$ cat src/rtl/rtc_set_controller_if.sv
// rtc_set_controller_if: button inputs and time-setting outputs between debouncers, clock core and display
interface rtc_set_controller_if;
    logic       mode_i;
    logic       up_i;
    logic       set_hour_o;
    logic       set_min_o;
    logic       clock_run_o;
    logic       sec_clr_o;
    logic [3:0] blank_o;
    logic [1:0] mode_o;

    modport master (
        output mode_i, up_i,
        input  set_hour_o, set_min_o, clock_run_o, sec_clr_o, blank_o, mode_o
    );

    modport slave (
        input  mode_i, up_i,
        output set_hour_o, set_min_o, clock_run_o, sec_clr_o, blank_o, mode_o
    );
endinterface

$ cat src/rtl/rtc_set_controller.sv
// rtc_set_controller: mode FSM, increment pulses with auto-repeat, blink mask and inactivity timeout
module rtc_set_controller #(
    parameter int BLINK_CYCLES   = 50000000,
    parameter int REPEAT_DELAY   = 50000000,
    parameter int REPEAT_RATE    = 10000000,
    parameter int TIMEOUT_CYCLES = 1000000000
) (
    input logic                clk_i,
    input logic                rst_i,
    rtc_set_controller_if.slave bus
);
    typedef enum logic [1:0] {RUN = 2'b00, SET_HR = 2'b01, SET_MIN = 2'b10, UNUSED = 2'b11} state_t;

    localparam int HW = $clog2(REPEAT_DELAY + REPEAT_RATE) + 1;
    localparam int BW = $clog2(BLINK_CYCLES) + 1;
    localparam int TW = $clog2(TIMEOUT_CYCLES) + 1;

    localparam logic [HW-1:0] HOLD_FIRST  = HW'(REPEAT_DELAY);
    localparam logic [HW-1:0] HOLD_LAST   = HW'(REPEAT_DELAY + REPEAT_RATE);
    localparam logic [HW-1:0] HOLD_RELOAD = HW'(REPEAT_DELAY + 1);
    localparam logic [BW-1:0] BLINK_LAST  = BW'(BLINK_CYCLES - 1);
    localparam logic [TW-1:0] IDLE_LAST   = TW'(TIMEOUT_CYCLES - 1);

    state_t        state;
    state_t        state_next;
    logic          mode_q;
    logic          up_q;
    logic          mode_rise;
    logic          up_rise;
    logic          in_set;
    logic          next_in_set;
    logic          inc_event;
    logic          timeout;
    logic [HW-1:0] hold;
    logic [HW-1:0] hold_next;
    logic [BW-1:0] blink_cnt;
    logic          phase;
    logic [TW-1:0] idle;
    logic          set_hour;
    logic          set_min;
    logic          sec_clr;

    // Edge detection, repeat scheduling and timeout decode; a hold count of 0 while up is held
    // means repeat is disarmed until a fresh press (after reset or a mode press that won the cycle).
    always_comb begin
        mode_rise   = bus.mode_i & ~mode_q;
        up_rise     = bus.up_i & ~up_q;
        in_set      = (state == SET_HR) || (state == SET_MIN);
        next_in_set = (state_next == SET_HR) || (state_next == SET_MIN);
        inc_event   = in_set & ~mode_rise
                    & (up_rise | (bus.up_i & ((hold == HOLD_FIRST) || (hold == HOLD_LAST))));
        timeout     = in_set & ~mode_rise & ~inc_event & (idle == IDLE_LAST);
        hold_next   = (!in_set || mode_rise || !bus.up_i) ? '0 :
                      up_rise                             ? HW'(1) :
                      (hold == '0)                        ? '0 :
                      (hold == HOLD_LAST)                 ? HOLD_RELOAD :
                                                            hold + HW'(1);
    end

    // State register
    always_ff @(posedge clk_i) begin
        if (!rst_i) state <= RUN;
        else        state <= state_next;
    end

    // Next state: mode press advances the cycle, inactivity falls back to RUN; code 11 behaves as RUN
    always_comb begin
        state_next = state;
        case (state)
            SET_HR:  state_next = mode_rise ? SET_MIN : timeout ? RUN : SET_HR;
            SET_MIN: state_next = (mode_rise || timeout) ? RUN : SET_MIN;
            default: state_next = mode_rise ? SET_HR : RUN;
        endcase
    end

    // Outputs decoded from the registered state, blink phase and pulse registers
    always_comb begin
        bus.mode_o      = in_set ? state : RUN;
        bus.clock_run_o = ~in_set;
        bus.blank_o     = (state == SET_HR)  ? {phase, phase, 2'b00} :
                          (state == SET_MIN) ? {2'b00, phase, phase} : 4'b0000;
        bus.set_hour_o  = set_hour;
        bus.set_min_o   = set_min;
        bus.sec_clr_o   = sec_clr;
    end

    // Button history, hold counter and inactivity counter; history resets high to mask held buttons
    always_ff @(posedge clk_i) begin
        if (!rst_i) begin
            mode_q <= 1'b1;
            up_q   <= 1'b1;
            hold   <= '0;
            idle   <= '0;
        end else begin
            mode_q <= bus.mode_i;
            up_q   <= bus.up_i;
            hold   <= hold_next;
            idle   <= (!in_set || mode_rise || inc_event) ? '0 : idle + TW'(1);
        end
    end

    // Blink phase: restarts visible on SET entry and on every increment, then toggles each half-period
    always_ff @(posedge clk_i) begin
        if (!rst_i) begin
            blink_cnt <= '0;
            phase     <= 1'b0;
        end else if (!next_in_set || (state_next != state) || inc_event) begin
            blink_cnt <= '0;
            phase     <= 1'b0;
        end else if (blink_cnt == BLINK_LAST) begin
            blink_cnt <= '0;
            phase     <= ~phase;
        end else begin
            blink_cnt <= blink_cnt + BW'(1);
        end
    end

    // Registered single-cycle pulses; seconds clear follows any SET_MIN to RUN transition
    always_ff @(posedge clk_i) begin
        if (!rst_i) begin
            set_hour <= 1'b0;
            set_min  <= 1'b0;
            sec_clr  <= 1'b0;
        end else begin
            set_hour <= inc_event & (state == SET_HR);
            set_min  <= inc_event & (state == SET_MIN);
            sec_clr  <= (state == SET_MIN) & (state_next == RUN);
        end
    end
endmodule
$ cat src/flat_wrapper.sv
// flat-port wrapper written by rule: the top's interface ports become plain ports
module rtc_set_controller_flat 
#(
    parameter int BLINK_CYCLES   = 50000000,
    parameter int REPEAT_DELAY   = 50000000,
    parameter int REPEAT_RATE    = 10000000,
    parameter int TIMEOUT_CYCLES = 1000000000
)
  (clk_i, rst_i, bus_mode_i, bus_up_i, bus_set_hour_o, bus_set_min_o, bus_clock_run_o, bus_sec_clr_o, bus_blank_o, bus_mode_o);
  rtc_set_controller_if bus_i ();
  input logic clk_i;
  input logic rst_i;
  input wire logic [$bits(bus_i.mode_i)-1:0] bus_mode_i;
  input wire logic [$bits(bus_i.up_i)-1:0] bus_up_i;
  output wire logic [$bits(bus_i.set_hour_o)-1:0] bus_set_hour_o;
  output wire logic [$bits(bus_i.set_min_o)-1:0] bus_set_min_o;
  output wire logic [$bits(bus_i.clock_run_o)-1:0] bus_clock_run_o;
  output wire logic [$bits(bus_i.sec_clr_o)-1:0] bus_sec_clr_o;
  output wire logic [$bits(bus_i.blank_o)-1:0] bus_blank_o;
  output wire logic [$bits(bus_i.mode_o)-1:0] bus_mode_o;
  assign bus_i.mode_i = bus_mode_i;
  assign bus_i.up_i = bus_up_i;
  assign bus_set_hour_o = bus_i.set_hour_o;
  assign bus_set_min_o = bus_i.set_min_o;
  assign bus_clock_run_o = bus_i.clock_run_o;
  assign bus_sec_clr_o = bus_i.sec_clr_o;
  assign bus_blank_o = bus_i.blank_o;
  assign bus_mode_o = bus_i.mode_o;
  rtc_set_controller #(.BLINK_CYCLES(BLINK_CYCLES), .REPEAT_DELAY(REPEAT_DELAY), .REPEAT_RATE(REPEAT_RATE), .TIMEOUT_CYCLES(TIMEOUT_CYCLES)) u_core (.clk_i(clk_i), .rst_i(rst_i), .bus(bus_i));
endmodule
$ cat config.mk
export PLATFORM = sky130hd
export DESIGN_NAME = rtc_set_controller_flat
export DESIGN_NICKNAME = d
export VERILOG_FILES = /design/src/rtl/rtc_set_controller_if.sv /design/src/rtl/rtc_set_controller.sv /design/src/flat_wrapper.sv
export SDC_FILE = /design/constraint.sdc
export NUM_CORES = 1
export LEC_CHECK = 0
export CAP_MARGIN = 20
export CORE_UTILIZATION = 61
export DETAILED_ROUTE_END_ITERATION = 8
export PLACE_DENSITY_LB_ADDON = 0.1
export SYNTH_ARGS = -nofsm -noshare
export SYNTH_HDL_FRONTEND = slang
export SYNTH_SLANG_ARGS = --single-unit
$ cat constraint.sdc
create_clock -name clk_i -period 3.7 [get_ports clk_i]
set_input_delay 0.555 -clock clk_i [delete_from_list [all_inputs] [get_ports clk_i]]
set_output_delay 0.555 -clock clk_i [all_outputs]
set_load 0.005 [all_outputs]
Word-level counts from Yosys, hierarchy flattened

Index checks and enable logic that the tools add are counted.

Flip-flop bits (word level): 93
Bits in latches: 0
RAM bits: 0
Bits in read-only memories: 0
Output and inout port bits: 10
Logic and storage cells: 73
Memories: 0

$add $sub $neg: 3
Multiply operators: 0
Divide/modulo/power cells: 0
$lt $le $gt $ge: 0
Eq/ne operators: 9
Shift-type cells: 0
Multiplexer cells: 11
Bitwise gates (word level): 18
Reduce and logical (&&, ||, !) cells: 20

Operator list:

| kind                                                               | count |
|---|---|
| 27-bit by 26-bit == test with 1-bit output (second input constant) | 3 |
| 27-bit by 1-bit adder with 27-bit output (second input constant)   | 2 |
| 31-bit by 1-bit adder with 31-bit output (second input constant)   | 1 |
| 31-bit by 30-bit == test with 1-bit output (second input constant) | 1 |
| 27-bit logical NOT                                                 | 1 |
| 26-bit 2-to-1 mux                                                  | 1 |
| 1-bit bitwise AND                                                  | 10 |
| 1-bit logical OR                                                   | 9 |
| 2-bit 2-to-1 mux                                                   | 4 |
| 1-bit inverter                                                     | 7 |
| 2-bit OR reduction                                                 | 3 |
| 5-bit OR reduction                                                 | 1 |
| 2-bit by 1-bit == test with 1-bit output (second input constant)   | 2 |
| 2-bit == test (second input constant)                              | 2 |
| 1-bit 2-to-1 mux                                                   | 4 |
| 4-bit 2-to-1 mux                                                   | 1 |
| 2-bit case mux with 2 select lines                                 | 1 |
| 4-bit OR reduction                                                 | 1 |
| 1-bit logical NOT                                                  | 3 |
| 3-bit OR reduction                                                 | 1 |
| 2-bit logical NOT                                                  | 1 |
| 2-bit != test                                                      | 1 |
| 1-bit bitwise OR                                                   | 1 |

Depth between registers and ports, before layout

Gate-level depths: netlist (run 1).

Depth after elaboration: 17
Gate-level depth with buffers: 12
Depth with buffers taken out: 11

Worst setup path before layout (run 1)

OpenSTA, ideal clock, no wires.

Path kind: register -> register
Start: register u_core.idle[0]
End: register u_core.blink_cnt[22]
Library setup time: 83 ps
Data arrival time: 2625 ps
Required time: 3617 ps
Setup slack: 992 ps
Cell stages (with the launch flop): 11
Period minus slack after synthesis: 2708 ps
Path through: dfxtp_1 > ha_1 > nand3_1 > nor3_2 > nand4_1 > a2111oi_1 > nand3b_1 > and2_1 > ha_1 > o2111ai_2 > nor3_1

Cells in the longest elaborated chain, start to end: 11
Elaborated cells on any way between the ends: 15

Ends and longest elaborated chain:

| what                                                                             | line                                               | RTL |
|---|---|---|
| start: declaration                                                               | rtc_set_controller.sv:38                           | `logic [TW-1:0] idle;` |
| start signal: assignment                                                         | rtc_set_controller.sv:98                           | `idle <= (!in_set \|\| mode_rise \|\| inc_event) ? '0 : idle + TW'(1);` |
| 31-bit by 30-bit == test with 1-bit output (*)                                   | rtc_set_controller.sv:52                           | `timeout = in_set & ~mode_rise & ~inc_event & (idle == IDLE_LAST);` |
| 1-bit bitwise AND (*)                                                            | rtc_set_controller.sv:52                           |  |
| 1-bit 2-to-1 mux / 1-bit logical OR (equally long branches)                      | rtc_set_controller.sv:70, rtc_set_controller.sv:71 |  |
| 2-bit 2-to-1 mux, on equally long branches                                       | rtc_set_controller.sv:70, rtc_set_controller.sv:71 |  |
| 2-bit case mux with 2 select lines (*)                                           | rtc_set_controller.sv:69                           | `case (state)` |
| 2-bit by 1-bit == test with 1-bit output / 2-bit == test (equally long branches) | rtc_set_controller.sv:49                           | `next_in_set = (state_next == SET_HR) \|\| (state_next == SET_MIN);` |
| 1-bit logical OR                                                                 | rtc_set_controller.sv:49                           |  |
| 1-bit logical NOT                                                                | rtc_set_controller.sv:107                          | `end else if (!next_in_set \|\| (state_next != state) \|\| inc_event) begin` |
| 1-bit logical OR (*) (2 in series)                                               | rtc_set_controller.sv:107                          |  |
| 3-bit OR reduction (no source line) (*)                                          | n/a                                                |  |
| end signal: assignment                                                           | rtc_set_controller.sv:114                          | `blink_cnt <= blink_cnt + BW'(1);` |
| end: declaration                                                                 | rtc_set_controller.sv:36                           | `logic [BW-1:0] blink_cnt;` |

Mark *: on every way between the ends. The rest lies on a longest branch, timed or not.
A chain may end at the register's enable or synchronous reset.

Worst setup path after layout (run 1)

Start: register u_core.idle[0]
End: register u_core.blink_cnt[7]

Same word-level chain as after synthesis.

==> tab_implementation.tex, run 1 <==
\begin{tabular}{lr}
\hline
Metric & Value \\
\hline
\multicolumn{2}{l}{\textbf{Detailed routing}} \\
\quad DRT Wirelength & roughly 8000 µm \\
\quad Count of routing violations after the opening detailed-route iteration & 130 \\
\quad Number of routed nets with antenna violations & 0 \\
\quad DRC violation count after routing & 0 \\
\quad Number of detailed-routing iterations run before antenna repair & 4 \\
\quad Via-per-instance ratio & between 5 and 6 \\
\quad DR vias & 3,392 \\
\quad Detail-routed net length per standard cell & $\sim$13 µm \\
\multicolumn{2}{l}{\textbf{CTS}} \\
\quad Clk\_lat worst skew & 360 ps \\
\quad Number of sinks on the clock net & 93 \\
\quad Clock-pin slew reported for the worst setup and hold paths after clock tree synthesis & 80 ps \\
\quad Deepest level of the CTS H-tree & 3 \\
\quad TritonCTS clock tree & built \\
\quad Clk buf depth & 2 \\
\quad Inserted Clock Buffers & 9 \\
\quad Number of setup buffers added after CTS & 0 \\
\quad Number of hold buffers added after cts & 0 \\
\quad Clk root buf & clkbuf\_8 \\
\quad Number of gates given a new drive strength after cts & 0 \\
\multicolumn{2}{l}{\textbf{Timing}} \\
\quad Final sum of negative setup slack & 0 ps \\
\quad Final Hold Vio Count & 0 \\
\quad Fmax & 303 MHz \\
\quad Worst hold slack & 458 ps \\
\quad Max-slew headroom & 54.9\% \\
\quad Final setup violation count & 0 \\
\quad Max Transition Viols Final & 0 \\
\quad Final worst clock skew & 11.5 ps \\
\quad Unrepaired setup endpoints after global routing & no \\
\quad Least-Margin Pin Slew & 675 ps \\
\quad Tcrit/Tclk final & 89.3\% \\
\quad Min Clock Period, post-route & 3300 ps \\
\multicolumn{2}{l}{\textbf{Floorplan}} \\
\quad Area of the placeable core & 6940 µm² \\
\quad Floorplan row count & 30 \\
\quad Initial Utilization & 64.5\% \\
\quad Height of the die & slightly below 90 µm \\
\quad Area enclosed by the die boundary & 7690 µm² \\
\quad Overall die width & 87.7 µm \\
\quad Top Ports & 14 \\
\multicolumn{2}{l}{\textbf{Layout}} \\
\quad Ratio of cells with drive above 1 in the final layout & around 10\% \\
\quad Synth-to-layout area growth & 8.49\% \\
\quad Post-layout nets & 522 \\
\quad Most frequent standard cell in the layout excluding fill and tap cells & dfxtp\_1 \\
\quad Highest-count cells in the layout ignoring fill and taps & dfxtp\_1, nor2\_1, xor2\_1 \\
\quad Count of placed standard cells in the final layout, fillers left out & 611 \\
\quad Antenna cell count & 0 \\
\multicolumn{2}{l}{\textbf{Power}} \\
\quad Overall power & 1650 µW \\
\quad Power per Cell Area & 340 nW/µm² \\
\quad Standby leakage power & 0.00150 µW \\
\quad Max rail drop VDD & $\sim$260 µV \\
\multicolumn{2}{l}{\textbf{Synth}} \\
\quad Synth top area share & roughly two fifths \\
\quad Primary flip-flop cell chosen by synthesis mapping & dfxtp\_1 \\
\quad Cell accounting for the most synthesized area & dfxtp\_1 \\
\quad Register area share after synthesis & 41.6\% \\
\quad Count of synthesis-stage warnings from yosys & 0 \\
\quad Number of flops mapped to enable cells by yosys & 0 \\
\quad Synthesized net count & between 500 and 600 \\
\quad Avg Cell Area, Syn & about 9 µm² \\
\quad Fraction of synthesis flops using an asynchronous set or reset pin & 0\% \\
\quad Netlist cell types & 46 \\
\quad Mapped Area & 4480 µm² \\
\quad Cell types with the largest area share after synthesis & dfxtp\_1, xor2\_1, xnor2\_1, nor2\_1, nor3\_2 \\
\quad Number of register bits inferred by synthesis & 93 \\
\quad Instance count of the mapped netlist & 496 \\
\multicolumn{2}{l}{\textbf{Placement}} \\
\quad Last weighted congestion value of the routability-driven placer & 0.895 \\
\quad Final HPWL DP & 5700 µm \\
\quad Placed Cells & 595 \\
\quad Count of buffers inserted at the top-level ports & 13 \\
\multicolumn{2}{l}{\textbf{GRT}} \\
\quad Pin count of the biggest net entering global routing & 32 \\
\quad Global routing met3 resource utilization & 6.31\% \\
\quad First-pass GRT wire length & approximately 14,000 µm \\
\quad Total routing resource utilization after global routing & 23.1\% \\
\quad Global routing usage on met2 & between 30\% and 40\% \\
\quad Via count of the first global-routing pass & around 3,300 \\
\quad Overflow left after global routing & 0 \\
\quad GRT Max-Usage Layer & met2 \\
\quad Initial antenna violation count & 0 \\
\quad Met1 Track Usage GR & between 20 and 30\% \\
\multicolumn{2}{l}{\textbf{Worst setup path}} \\
\quad Worst-path fanout max & 18 \\
\quad Startpoint kind of the worst setup timing path & flip-flop \\
\quad Crit path launch & u\_core.idle[0] \\
\quad Class of the most critical setup path & flip-flop to flip-flop \\
\quad Launch point of the worst reg-to-reg path & u\_core.idle[0] \\
\quad Req. time, crit path & 3940 ps \\
\quad Arrival time at the worst endpoint & 3540 ps \\
\quad Critical Path Sink Type & flip-flop \\
\quad Worst setup slack for register-to-register paths & 400 ps \\
\multicolumn{2}{l}{\textbf{Run status}} \\
\quad Status & completed \\
\multicolumn{2}{l}{\textbf{Min path}} \\
\quad Tightest Hold Check Type & flip-flop to flip-flop \\
\quad Source of the worst hold timing path & u\_core.blink\_cnt[0] \\
\multicolumn{2}{l}{\textbf{Run}} \\
\quad Max-capacitance violation count & 0 \\
\hline
\end{tabular}
-- logic make-up (layout without fill, tap and decap cells) --
group	after synthesis	after routing	synth area share (%)
muxes	1	1	0.224
DFF	93	93	41.6
xor gates and xnor gates	78	78	15.3
and+or+nand+nor	267	267	33.9
AOI/OAI and AO/OA	19	19	3.58
adders and majority gates	8	8	2.24
buffers and inverters	30	49	3.27
-- metrics by stage --
| step | cell area [µm²] | setup WS [ps] | utilization, % |
|---|---|---|---|
| after floorplan | 4480 | 992 | - |
| final | 4860 | 398 | 70.0 |
| after detailed placement | 4680 | 290 | 67.4 |
| after global placement | 4680 | 511 | 67.4 |
| after CTS | 4860 | 386 | 70.0 |
| after global routing | 4860 | 158 | 70.0 |
-- cell usage after synthesis (2+ instances only) --
master / instances
nand3b_1: 3
a311oi_1: 2
inv_1: 14
and4_1: 7
nand2b_1: 5
nand3_1: 31
xor2_1: 44
nand4_1: 30
nor4_1: 16
nor3_2: 21
nor2_1: 75
ha_1: 8
buf_4: 2
clkbuf_1: 7
nor4b_1: 4
nor4b_2: 2
buf_6: 3
nor3_1: 8
buf_2: 3
xnor2_1: 34
and3_1: 16
dfxtp_1: 93
and2_1: 8
nand2_1: 30
a21oi_1: 9
-- flip-flops by register name (all words and copies together), names as in the netlist --
name / count
u_core.blink_cnt: 27
u_core.bus.sec_clr_o: 1
u_core.bus.set_hour_o: 1
u_core.bus.set_min_o: 1
u_core.hold: 27
u_core.idle: 31
u_core.mode_q: 1
u_core.phase: 1
u_core.state: 2
u_core.up_q: 1
-- final cells by class --
cell class	count	area (µm²)
well taps	96	120
repair buffers	19	175
flip-flops and latches	93	1860
inverters	14	52.6
clock buffers	13	159
multi-input cells	373	2470
clock inverters	3	20.0
fillers	549	2090
-- path summary, 6_finish.rpt --
kind / endpoint / cells after the start
min reg2reg: u_core.blink_cnt[0] / 1
min: u_core.blink_cnt[0] / 1
max reg2reg: u_core.blink_cnt[7] / 11
max: u_core.blink_cnt[7] / 11
-- per-layer routing --
metal  up-vias  share of wire (%)
met3         6                5.1
met1      1564                 47
met4         0                1.0
met2        68                 47
li1       1754                  -
met5         -                  0
-- worst max-delay path, stage by stage, from the launching register on --
cell,delay [ps]
dfxtp_1,380
ha_1,210
nand3_1,150
nor3_2,170
buf_4,160
nand4_1,170
a2111oi_1,520
nand3b_1,250
and2_1,170
ha_1,180
nand3_2,410
nor4_1,410
-- report_power, final --
part	internal [µW]	switching [µW]
combinational	12.7	23.6
sequential	1000	2.03
clock	281	331
(Power assumes the default switching activity.)
==> inputs of run 2 (changes only) <==
PLACE_DENSITY = 0.91   (was unset)
PLACE_DENSITY_LB_ADDON = unset   (was 0.1)
==> tab_implementation.tex, run 2 (synthesis gave the netlist of run 1 again) <==
\begin{tabular}{lr}
\hline
Metric & Value \\
\hline
\multicolumn{2}{l}{\textbf{Min path}} \\
\quad Source of the worst hold timing path & u\_core.blink\_cnt[0] (unchanged) \\
\quad Tightest Hold Check Type & flip-flop to flip-flop (unchanged) \\
\quad Hold path endpoint & u\_core.blink\_cnt[0] (unchanged) \\
\quad Number of cells on the worst hold path & 1 (unchanged) \\
\multicolumn{2}{l}{\textbf{Placement}} \\
\quad Dpl ws & 402 ps (was 290 ps) \\
\quad Last weighted congestion value of the routability-driven placer & 0.846 (was 0.895) \\
\quad Count of buffers inserted at the top-level ports & 13 (unchanged) \\
\quad Post-Place Cell Area & 4670 µm² (was 4680 µm²) \\
\quad Final HPWL DP & 6470 µm (was 5700 µm) \\
\multicolumn{2}{l}{\textbf{Detailed routing}} \\
\quad DRT Wirelength & 9230 µm (was 8020 µm) \\
\quad DRC violation count after routing & 0 (unchanged) \\
\quad Detail-routed net length per standard cell & 15.1 µm (was 13.1 µm) \\
\quad DR vias & 3,568 (was 3,392) \\
\quad Count of routing violations after the opening detailed-route iteration & 146 (was 130) \\
\quad Number of detailed-routing iterations run before antenna repair & 4 (unchanged) \\
\quad Number of routed nets with antenna violations & 0 (unchanged) \\
\quad Via-per-instance ratio & 5.85 (was 5.55) \\
\multicolumn{2}{l}{\textbf{Timing}} \\
\quad Final setup violation count & 0 (unchanged) \\
\quad Max-slew headroom & 31.0\% (was 54.9\%) \\
\quad Unrepaired setup endpoints after global routing & no (unchanged) \\
\quad Final critical-path setup slack & 369 ps (was 398 ps) \\
\quad Final Hold Vio Count & 0 (unchanged) \\
\quad Final sum of negative setup slack & 0 ps (unchanged) \\
\quad Max Transition Viols Final & 0 (unchanged) \\
\quad Min Clock Period, post-route & 3330 ps (was 3300 ps) \\
\quad Final worst clock skew & 14.6 ps (was 11.5 ps) \\
\quad Fmax & 300 MHz (was 303 MHz) \\
\quad Least-Margin Pin Slew & 1020 ps (was 675 ps) \\
\quad Tcrit/Tclk final & 90.0\% (was 89.3\%) \\
\multicolumn{2}{l}{\textbf{Floorplan}} \\
\quad Initial Utilization & 64.5\% (unchanged) \\
\quad Area enclosed by the die boundary & 7690 µm² (unchanged) \\
\quad Height of the die & 87.7 µm (unchanged) \\
\quad Overall die width & 87.7 µm (unchanged) \\
\quad Area of the placeable core & 6940 µm² (unchanged) \\
\quad Top Ports & 14 (unchanged) \\
\quad Floorplan row count & 30 (unchanged) \\
\multicolumn{2}{l}{\textbf{CTS}} \\
\quad Clk root buf & clkbuf\_8 (unchanged) \\
\quad Inserted Clock Buffers & 9 (unchanged) \\
\quad TritonCTS clock tree & built (unchanged) \\
\quad Number of sinks on the clock net & 93 (unchanged) \\
\quad Number of hold buffers added after cts & 0 (unchanged) \\
\quad Clock-pin slew reported for the worst setup and hold paths after clock tree synthesis & 90 ps (was 80 ps) \\
\quad Number of setup buffers added after CTS & 0 (unchanged) \\
\quad Clk\_lat worst skew & 360 ps (about the same) \\
\quad Clk buf depth & 2 (unchanged) \\
\quad Deepest level of the CTS H-tree & 3 (unchanged) \\
\quad Number of gates given a new drive strength after cts & 0 (unchanged) \\
\multicolumn{2}{l}{\textbf{Worst setup path}} \\
\quad Worst-path fanout max & 18 (unchanged) \\
\quad Worst r2r dst & u\_core.blink\_cnt[12] (was u\_core.blink\_cnt[7]) \\
\quad Depth of the most critical reg-to-reg path & 11 (unchanged) \\
\quad Req. time, crit path & 3950 ps (was 3940 ps) \\
\quad Startpoint kind of the worst setup timing path & flip-flop (unchanged) \\
\quad Arrival time at the worst endpoint & 3580 ps (was 3540 ps) \\
\quad Class of the most critical setup path & flip-flop to flip-flop (unchanged) \\
\quad Worst setup slack for register-to-register paths & 370 ps (was 400 ps) \\
\quad Critical Path Sink Type & flip-flop (unchanged) \\
\quad Launch point of the worst reg-to-reg path & u\_core.idle[0] (unchanged) \\
\multicolumn{2}{l}{\textbf{GRT}} \\
\quad Total routing resource utilization after global routing & 26.0\% (was 23.1\%) \\
\quad Global routing usage on met2 & 45.6\% (was 38.7\%) \\
\quad First-pass GRT wire length & 15,600 µm (was 14,000 µm) \\
\quad Via count of the first global-routing pass & 3,439 (was 3,262) \\
\quad Overflow left after global routing & 0 (unchanged) \\
\quad Initial antenna violation count & 0 (unchanged) \\
\quad Met1 Track Usage GR & 31.0\% (was 28.6\%) \\
\quad Pin count of the biggest net entering global routing & 32 (unchanged) \\
\quad Global routing met3 resource utilization & 5.28\% (was 6.31\%) \\
\quad GRT Max-Usage Layer & met2 (unchanged) \\
\multicolumn{2}{l}{\textbf{Layout}} \\
\quad Antenna cell count & 0 (unchanged) \\
\quad Ratio of cells with drive above 1 in the final layout & 9.92\% (was 10.1\%) \\
\quad Highest-count cells in the layout ignoring fill and taps & dfxtp\_1, nor2\_1, xor2\_1 (unchanged) \\
\quad Post-route standard cell area excluding fillers & 4900 µm² (was 4860 µm²) \\
\quad Largest registers in the final layout & u\_core.idle x31, u\_core.blink\_cnt x27, u\_core.hold x27 (unchanged) \\
\quad Top register by number of flip-flops & u\_core.idle (unchanged) \\
\quad Synth-to-layout area growth & 9.39\% (was 8.49\%) \\
\quad Most frequent standard cell in the layout excluding fill and tap cells & dfxtp\_1 (unchanged) \\
\quad Post-layout nets & 521 (was 522) \\
\quad Largest register FFs & 31 (unchanged) \\
\multicolumn{2}{l}{\textbf{Run status}} \\
\quad Status & completed (unchanged) \\
\multicolumn{2}{l}{\textbf{Power}} \\
\quad Max rail drop VDD & 210 µV (was 258 µV) \\
\quad P\_int & 1430 µW (was 1290 µW) \\
\quad Standby leakage power & 0.00152 µW (was 0.00150 µW) \\
\quad Fraction of power spent switching nets & 20.3\% (was 21.6\%) \\
\quad Sequential group share of total power & 55.8\% (was 60.8\%) \\
\quad Power per Cell Area & 367 nW/µm² (was 340 nW/µm²) \\
\quad Clk network pwr share & 42.1\% (was 37.0\%) \\
\quad Overall power & 1800 µW (was 1650 µW) \\
\quad Switching Power & 365 µW (was 356 µW) \\
\quad Combinational group share of total power & 2.1\% (was 2.2\%) \\
\multicolumn{2}{l}{\textbf{Run}} \\
\quad Max-capacitance violation count & 0 (unchanged) \\
\hline
\end{tabular}
run 2: power groups by stage:
stage	combinational, µW	clock [µW]	sequential, µW
after detailed placement	36.6	0	1030
after global routing	39.7	818	1000
after global placement	34.9	0	1030
after CTS	36.8	766	1000
final	37.1	757	1000
after floorplan	27.6	0	1030
run 2: how the worst max path moves through the flow:
| stage | start | to | slack, ps | cells past startpoint |
|---|---|---|---|---|
| final | u_core.idle[0] | u_core.blink_cnt[12] | 370 | 11 |
| after floorplan | u_core.idle[0] | u_core.blink_cnt[22] | 990 | 10 |
| after global routing | u_core.idle[0] | u_core.blink_cnt[12] | 150 | 11 |
| after detailed placement | bus_up_i | u_core.blink_cnt[3] | 400 | 9 |
| after CTS | u_core.idle[0] | u_core.blink_cnt[12] | 380 | 11 |
| after global placement | bus_up_i | u_core.blink_cnt[7] | 560 | 9 |
run 2: layout make-up:
cell class | count | area, µm²
Clock inverter | 3 | 67.6
Inverter | 14 | 52.6
Sequential cell | 93 | 1860
Timing Repair Buffer | 18 | 168
Fill cell | 502 | 2050
Tap cell | 96 | 120
Clock buffer | 13 | 159
Multi-Input combinational cell | 373 | 2470
run 2: critical path: stages, from the launching register on:
cell	delay [ps]
dfxtp_1	390
ha_1	200
nand3_1	170
nor3_2	210
buf_4	170
nand4_1	160
a2111oi_1	500
nand3b_1	250
and2_1	190
ha_1	190
nand3_2	410
nor4_1	380
run 2: layer usage:
metal  part of all wire [%]  vias up  wire length [µm]
met2                     50       89              4600
met5                      0        -                 0
met4                    1.4        0               132
met3                    4.6       13               420
met1                     44     1714              4080
li1                       -     1752                 -
run 2: per-stage QoR:
| stage | instances | hold slack [ps] | utilization, % |
|---|---|---|---|
| global placement | 594 | 432 | 67.3 |
| CTS | 610 | 461 | 70.5 |
| detailed placement | 594 | 445 | 67.3 |
| global route | 610 | 488 | 70.5 |
| finish | 610 | 462 | 70.5 |
| floorplan | 496 | 423 | - |
==> inputs of run 3 (changes only) <==
CORE_UTILIZATION = 45   (was 61)
MAX_ROUTING_LAYER = met4   (was unset)
PLACE_DENSITY = 0.73   (was 0.91)
==> tab_implementation.tex, run 3 (synthesis gave the netlist of run 1 again) <==
\begin{tabular}{lr}
\hline
Metric & Value \\
\hline
\multicolumn{2}{l}{\textbf{GRT}} \\
\quad First-pass GRT wire length & 14,400 µm (was 15,600 µm) \\
\quad Pin count of the biggest net entering global routing & 32 (unchanged) \\
\quad Via count of the first global-routing pass & 3,170 (was 3,439) \\
\quad Initial antenna violation count & 0 (unchanged) \\
\quad Overflow left after global routing & 0 (unchanged) \\
\quad Total routing resource utilization after global routing & 18.2\% (was 26.0\%) \\
\multicolumn{2}{l}{\textbf{Timing}} \\
\quad Final Hold Vio Count & 0 (unchanged) \\
\quad Final worst clock skew & 11.1 ps (was 14.6 ps) \\
\quad Tcrit/Tclk final & 88.1\% (was 90.0\%) \\
\quad Max-slew headroom & 30.2\% (was 31.0\%) \\
\quad Unrepaired setup endpoints after global routing & no (unchanged) \\
\quad Min Clock Period, post-route & 3260 ps (was 3330 ps) \\
\quad Max Transition Viols Final & 0 (unchanged) \\
\quad Final setup violation count & 0 (unchanged) \\
\quad Final sum of negative setup slack & 0 ps (unchanged) \\
\quad Fmax & 307 MHz (was 300 MHz) \\
\quad Least-Margin Pin Slew & 1040 ps (was 1020 ps) \\
\multicolumn{2}{l}{\textbf{CTS}} \\
\quad Clock-pin slew reported for the worst setup and hold paths after clock tree synthesis & 90 ps (about the same) \\
\quad Clk\_lat worst skew & 350 ps (was 360 ps) \\
\quad Number of hold buffers added after cts & 0 (unchanged) \\
\quad Number of setup buffers added after CTS & 0 (unchanged) \\
\quad Deepest level of the CTS H-tree & 3 (unchanged) \\
\quad Clk root buf & clkbuf\_8 (unchanged) \\
\quad Number of sinks on the clock net & 93 (unchanged) \\
\quad TritonCTS clock tree & built (unchanged) \\
\quad Inserted Clock Buffers & 9 (unchanged) \\
\quad Number of gates given a new drive strength after cts & 0 (unchanged) \\
\quad Clk buf depth & 2 (unchanged) \\
\multicolumn{2}{l}{\textbf{Detailed routing}} \\
\quad Number of detailed-routing iterations run before antenna repair & 4 (unchanged) \\
\quad DR vias & 3,452 (was 3,568) \\
\quad Via-per-instance ratio & 5.35 (was 5.85) \\
\quad DRT Wirelength & 8530 µm (was 9230 µm) \\
\quad Count of routing violations after the opening detailed-route iteration & 125 (was 146) \\
\quad Detail-routed net length per standard cell & 13.2 µm (was 15.1 µm) \\
\quad DRC violation count after routing & 0 (unchanged) \\
\quad Number of routed nets with antenna violations & 0 (unchanged) \\
\multicolumn{2}{l}{\textbf{Placement}} \\
\quad Last weighted congestion value of the routability-driven placer & 0.998 (was 0.846) \\
\quad Count of buffers inserted at the top-level ports & 13 (unchanged) \\
\quad Final HPWL DP & 6070 µm (was 6470 µm) \\
\multicolumn{2}{l}{\textbf{Layout}} \\
\quad Core utilization of the finished layout & 50.7\% (was 70.5\%) \\
\quad Ratio of cells with drive above 1 in the final layout & 9.96\% (was 9.92\%) \\
\quad Post-layout nets & 520 (was 521) \\
\quad Synth-to-layout area growth & 10.1\% (was 9.39\%) \\
\quad Largest register FFs & 31 (unchanged) \\
\quad Top register by number of flip-flops & u\_core.idle (unchanged) \\
\quad Highest-count cells in the layout ignoring fill and taps & dfxtp\_1, nor2\_1, xor2\_1 (unchanged) \\
\quad Filler cell count in the final layout & 901 (was 502) \\
\quad Largest registers in the final layout & u\_core.idle x31, u\_core.blink\_cnt x27, u\_core.hold x27 (unchanged) \\
\quad Antenna cell count & 0 (unchanged) \\
\quad Most frequent standard cell in the layout excluding fill and tap cells & dfxtp\_1 (unchanged) \\
\multicolumn{2}{l}{\textbf{Worst setup path}} \\
\quad Crit path launch & u\_core.idle[0] (unchanged) \\
\quad Class of the most critical setup path & flip-flop to flip-flop (unchanged) \\
\quad Startpoint kind of the worst setup timing path & flip-flop (unchanged) \\
\quad Launch point of the worst reg-to-reg path & u\_core.idle[0] (unchanged) \\
\quad Arrival time at the worst endpoint & 3510 ps (was 3580 ps) \\
\quad Req. time, crit path & 3950 ps (about the same) \\
\quad Critical Path Sink Type & flip-flop (unchanged) \\
\quad Worst-path fanout max & 18 (unchanged) \\
\multicolumn{2}{l}{\textbf{Floorplan}} \\
\quad Initial Utilization & 46.0\% (was 64.5\%) \\
\quad Area of the placeable core & 9730 µm² (was 6940 µm²) \\
\quad Height of the die & 102 µm (was 87.7 µm) \\
\quad Floorplan row count & 36 (was 30) \\
\quad Top Ports & 14 (unchanged) \\
\quad Area enclosed by the die boundary & 10,400 µm² (was 7690 µm²) \\
\quad Overall die width & 102 µm (was 87.7 µm) \\
\multicolumn{2}{l}{\textbf{Min path}} \\
\quad Source of the worst hold timing path & u\_core.blink\_cnt[0] (unchanged) \\
\quad Tightest Hold Check Type & flip-flop to flip-flop (unchanged) \\
\multicolumn{2}{l}{\textbf{Power}} \\
\quad P\_int & 1410 µW (was 1430 µW) \\
\quad Sequential group share of total power & 56.2\% (was 55.8\%) \\
\quad Combinational group share of total power & 2.0\% (was 2.1\%) \\
\quad Fraction of power spent switching nets & 21.0\% (was 20.3\%) \\
\quad Max rail drop VDD & 244 µV (was 210 µV) \\
\quad Switching Power & 375 µW (was 365 µW) \\
\quad Power per Cell Area & 362 nW/µm² (was 367 nW/µm²) \\
\quad Clk network pwr share & 41.8\% (was 42.1\%) \\
\quad Standby leakage power & 0.00151 µW (was 0.00152 µW) \\
\multicolumn{2}{l}{\textbf{Run}} \\
\quad Max-capacitance violation count & 0 (unchanged) \\
\multicolumn{2}{l}{\textbf{Run status}} \\
\quad Status & completed (unchanged) \\
\hline
\end{tabular}
## run 3: cell count changes in the layout (fill, tap and decap cells not counted), sizes merged
cell | previous run | this run
clkbuf | 13 | 10
buf | 5 | 4
clkinvlp | 1 | 2
inv | 14 | 15
## run 3: area by class of cell
cell class                      instances  area (µm²)  share of cell area, %
Timing Repair Buffer                   17         160                   3.25
Sequential cell                        93        1860                   37.7
Multi-Input combinational cell        373        2470                   50.1
Clock buffer                           10         138                   2.79
Inverter                               14        52.6                   1.07
Tap cell                              133         166                   3.37
Clock inverter                          5        83.8                   1.70
## run 3: metrics by stage
stage	setup WS (ps)	instances	hold WS [ps]	cell area [µm²]	total power (µW)
after detailed placement	381	630	455	4710	1060
after global routing	117	645	507	4930	1860
after CTS	404	645	476	4930	1810
after global placement	549	630	439	4710	1060
final	440	645	473	4930	1790
after floorplan	992	496	423	4480	1050
## run 3: power by group through the flow
stage	clock [µW]	sequential, µW	combinational, µW
finish	747	1000	35.4
global route	813	1000	38.1
CTS	768	1000	35.5
detailed placement	0	1030	35.4
global placement	0	1030	34.4
floorplan	0	1030	27.6
## run 3: critical path, cell delays in order, from the launching register on
cell and delay, ps:
dfxtp_1 380, ha_1 200, nand3_1 160, nor3_2 190, buf_4 170, nand4_1 170, a2111oi_1 500, nand3b_1 240
and2_1 170, ha_1 180, nand3_2 410, nor4_1 380
## run 3: routing by layer
layer / part of all wire, % / GRT usage, %
met3: 3.1 / 4.35
met4: 1.4 / 7.36
met1: 50 / 23.6
met5: 0 / -
met2: 46 / 27.2
## run 3: final timing paths
kind,to,slack [ps],cells past startpoint
min,u_core.blink_cnt[0],470,1
min reg2reg,u_core.blink_cnt[0],470,1
max reg2reg,u_core.blink_cnt[12],440,11
max,u_core.blink_cnt[12],440,11
